## config.mk

```make
export PLATFORM = sky130hd
export DESIGN_NAME = load_store_unit
export DESIGN_NICKNAME = d
export VERILOG_FILES = /design/src/rtl/mips_mem_pkg.sv /design/src/rtl/lsu_lane_align.sv /design/src/rtl/load_store_unit.sv
export SDC_FILE = /design/constraint.sdc
export NUM_CORES = 1
export LEC_CHECK = 0
export BUFFER_PORTS_ARGS = -buffer_cell sky130_fd_sc_hd__buf_2
export CAP_MARGIN = 5
export CORE_UTILIZATION = 45
export CTS_BUF_LIST = sky130_fd_sc_hd__clkbuf_8 sky130_fd_sc_hd__clkbuf_16
export CTS_CLUSTER_DIAMETER = 200
export CTS_CLUSTER_SIZE = 20
export DETAILED_ROUTE_END_ITERATION = 8
export PLACE_DENSITY = 0.67
export RECOVER_POWER = 100
export SYNTH_ARGS = -nofsm -noshare
export SYNTH_HDL_FRONTEND = slang
export SYNTH_HIERARCHICAL = 1
export SYNTH_SLANG_ARGS = --single-unit
```

## constraint.sdc

```tcl
create_clock -name clk -period 2.7 [get_ports clk]
set_clock_uncertainty 0.2 [all_clocks]
set_input_delay 0.54 -clock clk [delete_from_list [all_inputs] [get_ports clk]]
set_output_delay 0.54 -clock clk [all_outputs]
set_load 0.05 [all_outputs]
```

## src/rtl/mips_mem_pkg.sv

```systemverilog
// Shared definitions for the data-memory initiator: access-size encoding,
// load/store FSM states and the alignment check.
package mips_mem_pkg;

    localparam int unsigned XLEN = 32;

    localparam logic [1:0] SZ_BYTE = 2'b00;
    localparam logic [1:0] SZ_HALF = 2'b01;
    localparam logic [1:0] SZ_WORD = 2'b10;

    typedef enum logic [1:0] {
        ST_IDLE  = 2'b00,
        ST_READ  = 2'b01,
        ST_WRITE = 2'b10,
        ST_RESP  = 2'b11
    } lsu_state_e;

    // True when the access cannot be served by a single aligned lane.
    function automatic logic is_misaligned(input logic [1:0] size, input logic [1:0] off);
        logic bad;
        case (size)
            SZ_BYTE: bad = 1'b0;
            SZ_HALF: bad = off[0];
            SZ_WORD: bad = (off != 2'b00);
            default: bad = 1'b1;
        endcase
        return bad;
    endfunction

endpackage

```

## src/rtl/lsu_lane_align.sv

```systemverilog
// Combinational lane logic for sub-word accesses.
// Ports:
//   size_i     access size (SZ_BYTE/SZ_HALF/SZ_WORD)
//   off_i      byte offset within the word (addr[1:0])
//   unsigned_i zero-extend loads instead of sign-extending
//   rword_i    word read from RAM
//   wdata_i    right-justified store data
//   merged_o   rword_i with the selected lane(s) replaced by wdata_i
//   extract_o  selected lane, extended to 32 bits
module lsu_lane_align
    import mips_mem_pkg::*;
(
    input  logic [1:0]      size_i,
    input  logic [1:0]      off_i,
    input  logic            unsigned_i,
    input  logic [XLEN-1:0] rword_i,
    input  logic [XLEN-1:0] wdata_i,
    output logic [XLEN-1:0] merged_o,
    output logic [XLEN-1:0] extract_o
);

    logic [4:0]      shamt;
    logic [XLEN-1:0] lane_mask;
    logic [XLEN-1:0] shifted;

    // Halves are only ever at offset 0 or 2, so one byte-granular shift serves both.
    assign shamt   = {off_i, 3'b000};
    assign shifted = rword_i >> shamt;

    always_comb begin
        lane_mask = '1;
        case (size_i)
            SZ_BYTE: lane_mask = XLEN'(32'h0000_00FF) << shamt;
            SZ_HALF: lane_mask = XLEN'(32'h0000_FFFF) << shamt;
            default: lane_mask = '1;
        endcase
    end

    assign merged_o = (rword_i & ~lane_mask) | ((wdata_i << shamt) & lane_mask);

    always_comb begin
        extract_o = rword_i;
        case (size_i)
            SZ_BYTE: extract_o = unsigned_i ? {24'h000000, shifted[7:0]}
                                            : {{24{shifted[7]}}, shifted[7:0]};
            SZ_HALF: extract_o = unsigned_i ? {16'h0000, shifted[15:0]}
                                            : {{16{shifted[15]}}, shifted[15:0]};
            default: extract_o = rword_i;
        endcase
    end

endmodule

```

## src/rtl/load_store_unit.sv

```systemverilog
// Data-memory initiator: one load/store at a time, word RAM accesses,
// read-modify-write for byte/half stores, misaligned requests rejected.
// Ports:
//   clk, rst_n                         clock, async active-low reset
//   req_valid/req_ready                request handshake from EX/MEM
//   req_we/req_size/req_unsigned       store flag, access size, zero-extend
//   req_addr/req_wdata                 byte address, right-justified store data
//   resp_valid/resp_err/resp_rdata     one-cycle completion, error, load data
//   mem_we/mem_addr/mem_din/mem_dout   word RAM port (RAM samples on falling edge)
module load_store_unit
    import mips_mem_pkg::*;
(
    input  logic            clk,
    input  logic            rst_n,
    input  logic            req_valid,
    output logic            req_ready,
    input  logic            req_we,
    input  logic [1:0]      req_size,
    input  logic            req_unsigned,
    input  logic [XLEN-1:0] req_addr,
    input  logic [XLEN-1:0] req_wdata,
    output logic            resp_valid,
    output logic            resp_err,
    output logic [XLEN-1:0] resp_rdata,
    output logic            mem_we,
    output logic [XLEN-1:0] mem_addr,
    output logic [XLEN-1:0] mem_din,
    input  logic [XLEN-1:0] mem_dout
);

    lsu_state_e      state_q, state_d;
    logic            we_q, we_d;
    logic [1:0]      size_q, size_d;
    logic            uns_q, uns_d;
    logic [1:0]      off_q, off_d;
    logic [XLEN-1:0] wdata_q, wdata_d;

    logic            req_ready_q, req_ready_d;
    logic            resp_valid_q, resp_valid_d;
    logic            resp_err_q, resp_err_d;
    logic [XLEN-1:0] resp_rdata_q, resp_rdata_d;
    logic            mem_we_q, mem_we_d;
    logic [XLEN-1:0] mem_addr_q, mem_addr_d;
    logic [XLEN-1:0] mem_din_q, mem_din_d;

    logic [XLEN-1:0] merged_c;
    logic [XLEN-1:0] extract_c;

    // Lane logic works directly on mem_dout during READ, so no read buffer is needed.
    lsu_lane_align u_align (
        .size_i     (size_q),
        .off_i      (off_q),
        .unsigned_i (uns_q),
        .rword_i    (mem_dout),
        .wdata_i    (wdata_q),
        .merged_o   (merged_c),
        .extract_o  (extract_c)
    );

    // Next-state and registered-output decode.
    always_comb begin
        state_d      = state_q;
        we_d         = we_q;
        size_d       = size_q;
        uns_d        = uns_q;
        off_d        = off_q;
        wdata_d      = wdata_q;
        req_ready_d  = 1'b0;
        resp_valid_d = 1'b0;
        resp_err_d   = 1'b0;
        resp_rdata_d = '0;
        mem_we_d     = 1'b0;
        mem_addr_d   = mem_addr_q;
        mem_din_d    = mem_din_q;

        case (state_q)
            ST_IDLE: begin
                if (req_valid && req_ready_q) begin
                    we_d    = req_we;
                    size_d  = req_size;
                    uns_d   = req_unsigned;
                    off_d   = req_addr[1:0];
                    wdata_d = req_wdata;
                    if (is_misaligned(req_size, req_addr[1:0])) begin
                        state_d      = ST_RESP;
                        resp_valid_d = 1'b1;
                        resp_err_d   = 1'b1;
                    end else if (req_we && (req_size == SZ_WORD)) begin
                        state_d    = ST_WRITE;
                        mem_we_d   = 1'b1;
                        mem_addr_d = {req_addr[XLEN-1:2], 2'b00};
                        mem_din_d  = req_wdata;
                    end else begin
                        state_d    = ST_READ;
                        mem_addr_d = {req_addr[XLEN-1:2], 2'b00};
                    end
                end else begin
                    req_ready_d = 1'b1;
                end
            end
            ST_READ: begin
                if (we_q) begin
                    state_d   = ST_WRITE;
                    mem_we_d  = 1'b1;
                    mem_din_d = merged_c;
                end else begin
                    state_d      = ST_RESP;
                    resp_valid_d = 1'b1;
                    resp_rdata_d = extract_c;
                end
            end
            ST_WRITE: begin
                state_d      = ST_RESP;
                resp_valid_d = 1'b1;
            end
            ST_RESP: begin
                state_d     = ST_IDLE;
                req_ready_d = 1'b1;
            end
            default: begin
                state_d     = ST_IDLE;
                req_ready_d = 1'b1;
            end
        endcase
    end

    // State and output registers.
    always_ff @(posedge clk or negedge rst_n) begin
        if (!rst_n) begin
            state_q      <= ST_IDLE;
            we_q         <= 1'b0;
            size_q       <= SZ_BYTE;
            uns_q        <= 1'b0;
            off_q        <= 2'b00;
            wdata_q      <= '0;
            req_ready_q  <= 1'b1;
            resp_valid_q <= 1'b0;
            resp_err_q   <= 1'b0;
            resp_rdata_q <= '0;
            mem_we_q     <= 1'b0;
            mem_addr_q   <= '0;
            mem_din_q    <= '0;
        end else begin
            state_q      <= state_d;
            we_q         <= we_d;
            size_q       <= size_d;
            uns_q        <= uns_d;
            off_q        <= off_d;
            wdata_q      <= wdata_d;
            req_ready_q  <= req_ready_d;
            resp_valid_q <= resp_valid_d;
            resp_err_q   <= resp_err_d;
            resp_rdata_q <= resp_rdata_d;
            mem_we_q     <= mem_we_d;
            mem_addr_q   <= mem_addr_d;
            mem_din_q    <= mem_din_d;
        end
    end

    assign req_ready  = req_ready_q;
    assign resp_valid = resp_valid_q;
    assign resp_err   = resp_err_q;
    assign resp_rdata = resp_rdata_q;
    assign mem_we     = mem_we_q;
    assign mem_addr   = mem_addr_q;
    assign mem_din    = mem_din_q;

endmodule

```

==> run summary <==
The run finished with clean final reports. sky130_fd_sc_hd__dfrtp_1 is the most common cell in the netlist. The internal power of the cells totals 6.971 mW. Relative to the synthesized area, the layout overhead comes to 22.98%.

The cell at the slowest stage of the critical path is sky130_fd_sc_hd__dfrtp_1. The tools report the remaining global-route overflow as 0. The tools report the initial core utilization as 45.79%. The longest clock path from root to sink contains 2 buffers.

The number of top-level pins is 203, and the vias per cell is 5.495. The worst stage delay on the critical path came out at 590 ps. The element type at the critical path end is a register. STA puts the critical path data required time at 2850 ps. The worst path needs 2435 ps of the cycle, external delays included.

Sorting the synthesized cells by area gives the leading types as sky130_fd_sc_hd__dfrtp_1 (47%), sky130_fd_sc_hd__mux2i_1 (7.2%), sky130_fd_sc_hd__mux2_1 (7.0%). For the combinational group share of total power, the log shows 53.4%. From bottom edge to top edge, the die measures 128.9 um. A synthesized cell averages 11.41 um2.

Clock root buffer: sky130_fd_sc_hd__clkbuf_16. Dividing the detail-routed wire length by the instance count gives 19.16 um. The final route contains 5792 vias. STA classifies the critical path startpoint as a register. The logs give 6 for the number of warnings reported in the yosys synthesis log and 410.7 MHz for the highest achievable clock rate.

The number of flops mapped to enable cells by yosys was 0; the first-pass iteration count of the detailed router was 6. The area of the die was 16620 um2. sky130_fd_sc_hd__dfrtp_1 takes more of the synthesized area than any other cell. The residual antenna-violating net count after detailed routing is 0. Across the run, the number of max-cap violations was 0.

The final-report max-slew violation count is 0. The die is 128.9 um wide. The tools report the pin count of the biggest net entering global routing as 54.

The critical path data arrival time is 2590 ps, and the routability congestion estimate from global placement is 0.8863. Counting every instance in the synthesized netlist gives 635. Of all nets on the critical path, the largest fanout is 16.

The detailed placement HPWL is 15030 um, and the area inside the core boundary is 15830 um2. The startpoint-to-endpoint class of the critical path was register to register. The proportion of synthesized chip area in sequential cells came out at 47.67%. The commonest cells after synthesis are sky130_fd_sc_hd__dfrtp_1 (137), sky130_fd_sc_hd__mux2i_1 (52), sky130_fd_sc_hd__nand2_1 (50). The min-delay analysis places its worst path in the category primary input to register. The tools report the peak supply drop as 0.6500 mV. After filler insertion, the fill cell instance count of the layout stands at 1426.

The post-route netlist has 29.39% of its cells at a drive strength greater than 1. The via count of the first global-routing pass came out at 5720. Setup repair after global routing left no endpoint under its margin. The count of nets after finishing came out at 933.

The critical path goes through clkbuf_2, inv_1, a21oi_4, nand2_1, o31ai_1, mux2i_1, a21oi_2. Of the total power, registers draw 27.4%. Setup violations remaining at the end of the flow were counted as 0. The setup TNS was 0 ps; the final period utilization was 90.19%. Once placement completed, the tool counted placed cells totaling 1021. The logs give 420 ps for the later-pin clock latency in the skew report and 19.2% for the share of power burned in the clock network. The flip-flop and latch count after synthesis is 138, and the net switching power of the design is 6.455 mW. The global-route wire length before repair came out at 31590 um.

The floorplan has 46 rows. The total count of hold-check failures in the final report was 0; the number of levels the H-tree was split into was 4. TritonCTS built the clock tree. Among all flip-flop cells after synthesis, the most frequent one is sky130_fd_sc_hd__dfrtp_1. Summed over its instances, the top area cell type makes up 47.31% of the synthesized netlist area.

The transition time at the pin with the least slew margin is 1169 ps, and the remaining max-slew budget at the tightest pin is 22.10%. After synthesis, the share of flip-flops with an asynchronous set or reset is 100.0%. The distinct cell type count after synthesis is 52, and the number of remaining DRC errors is 0.

The clock drives 138 sinks. The count of buffers added on input and output ports is 200. Global routing used 25.29% of the available tracks.

The routed design has 20190 um of wire. The leakage component of the power came out at 4.042 nW. Buffers inserted during clock tree synthesis total 17. The cell area that synthesis handed to floorplanning was 7247 um2.

The switching power as a share of total power is 48.08%. The run gives 410 as the count of routing violations after the opening detailed-route iteration. For the initial antenna violation count, the log shows 1. The tools report the number of setup buffers added after CTS as 0.

Leaving out filler cells and counting taps, the final layout contains 1054. The cell area power density was 1506 nW/um2; the clock edge transition at the registers on the reported setup and hold paths was 60 ps.
## cell families after synthesis
kind of cell               count (synthesis)  synth area share (%)
and+or+nand+nor                          121                 8.650
AOI/OAI and AO/OA                        173                 17.01
DFF                                      138                 47.67
muxes                                    142                 21.22
other                                      1               0.05175
buffers and inverters                     55                 4.541
adders and majority gates                  5                0.8633
## critical path: cells and delay by family (launching register included)
family	cells	cell delay, ps
AOI/OAI and AO/OA	3	690
buffers and inverters	2	600
DFF	1	590
muxes	1	140
and+or+nand+nor	1	130
## worst paths after layout
path	depth (start not counted)	from	slack [ps]	end
worst min register to register	1	mem_addr[13]	290	mem_addr[13]
worst min-delay path	2	req_addr[13]	130	mem_addr[13]
worst max register to register	7	off_q[1]	260	mem_din[14]
worst max-delay path	7	off_q[1]	260	mem_din[14]
max in group asynchronous	3	rst_n	470	mem_din[30]
min in group asynchronous	2	rst_n	700	resp_rdata[4]
## power by group through the flow
stage	clock network (mW)	registers, mW	logic, mW
2_1_floorplan	0	5.48	3.93
3_3_place_gp	0	3.65	7.20
3_5_place_dp	0	3.68	7.37
6_report	2.58	3.68	7.16
4_1_cts	2.63	3.66	7.38
5_1_grt	2.73	3.80	7.66
## sequential cells by signal (all words and copies together), names as in the netlist
name,count
mem_addr,30
resp_rdata,32
req_ready,1
we_q,1
state_q,2
mem_we,1
uns_q,1
resp_valid,1
mem_din,32
off_q,2
size_q,2
resp_err,1
wdata_q,32
## through the flow
stage                     worst slack (ps)  power (mW)  util [%]  hold slack (ps)  cell area, um2
final                                264.9       13.43     56.31            126.5            8912
after global routing                 126.1       14.18     56.31            121.2            8912
after CTS                            375.3       13.67     57.33            113.0            9074
after detailed placement             396.1       11.05     53.11            276.7            8406
after global placement               442.5       10.84     53.11            268.1            8406
after floorplan                      680.6       9.405         -            44.41            7251
## layout by cell type, fill, tap and decap left out, types with 13 or more instances in the layout
cell type                   synthesis  routed
sky130_fd_sc_hd__a21o_1            13      13
sky130_fd_sc_hd__a21oi_1           46      46
sky130_fd_sc_hd__a21oi_2           30      32
sky130_fd_sc_hd__and2_0             0      20
sky130_fd_sc_hd__and2_1            33      13
sky130_fd_sc_hd__buf_2             18     101
sky130_fd_sc_hd__buf_4              6      13
sky130_fd_sc_hd__clkbuf_1          12      98
sky130_fd_sc_hd__clkbuf_16          0      17
sky130_fd_sc_hd__dfrtp_1          137     136
sky130_fd_sc_hd__mux2_1            45      45
sky130_fd_sc_hd__mux2_2            44      44
sky130_fd_sc_hd__mux2i_1           52      52
sky130_fd_sc_hd__nand2_1           50      50
sky130_fd_sc_hd__o21ai_0           30      31
## layout make-up
cell class	count	area [um2]	area share (%)
sequential	138	3456	38.78
inverter	5	18.77	0.2106
antenna	1	2.502	0.02808
clock buffer	20	466.7	5.237
timing repair buffer	220	1046	11.74
tap	216	270.3	3.032
clock inverter	11	191.4	2.148
multi-input combinational	443	3461	38.83
## repair_timing
action	4_1_cts	5_1_grt
endpoints found under the hold margin	39	0
resized for setup	0	0
setup endpoints to repair	0	0
hold buffers	1	0
## routing by layer
layer	global-route usage, %	vias to the layer above	routed length, um
met3	6.195	39	1301
met5	0	-	0
met2	37.90	233	9299
met4	10.93	0	487
li1	-	2648	-
met1	34.82	2872	9102
No activity file was read; power rests on OpenSTA's default activity.
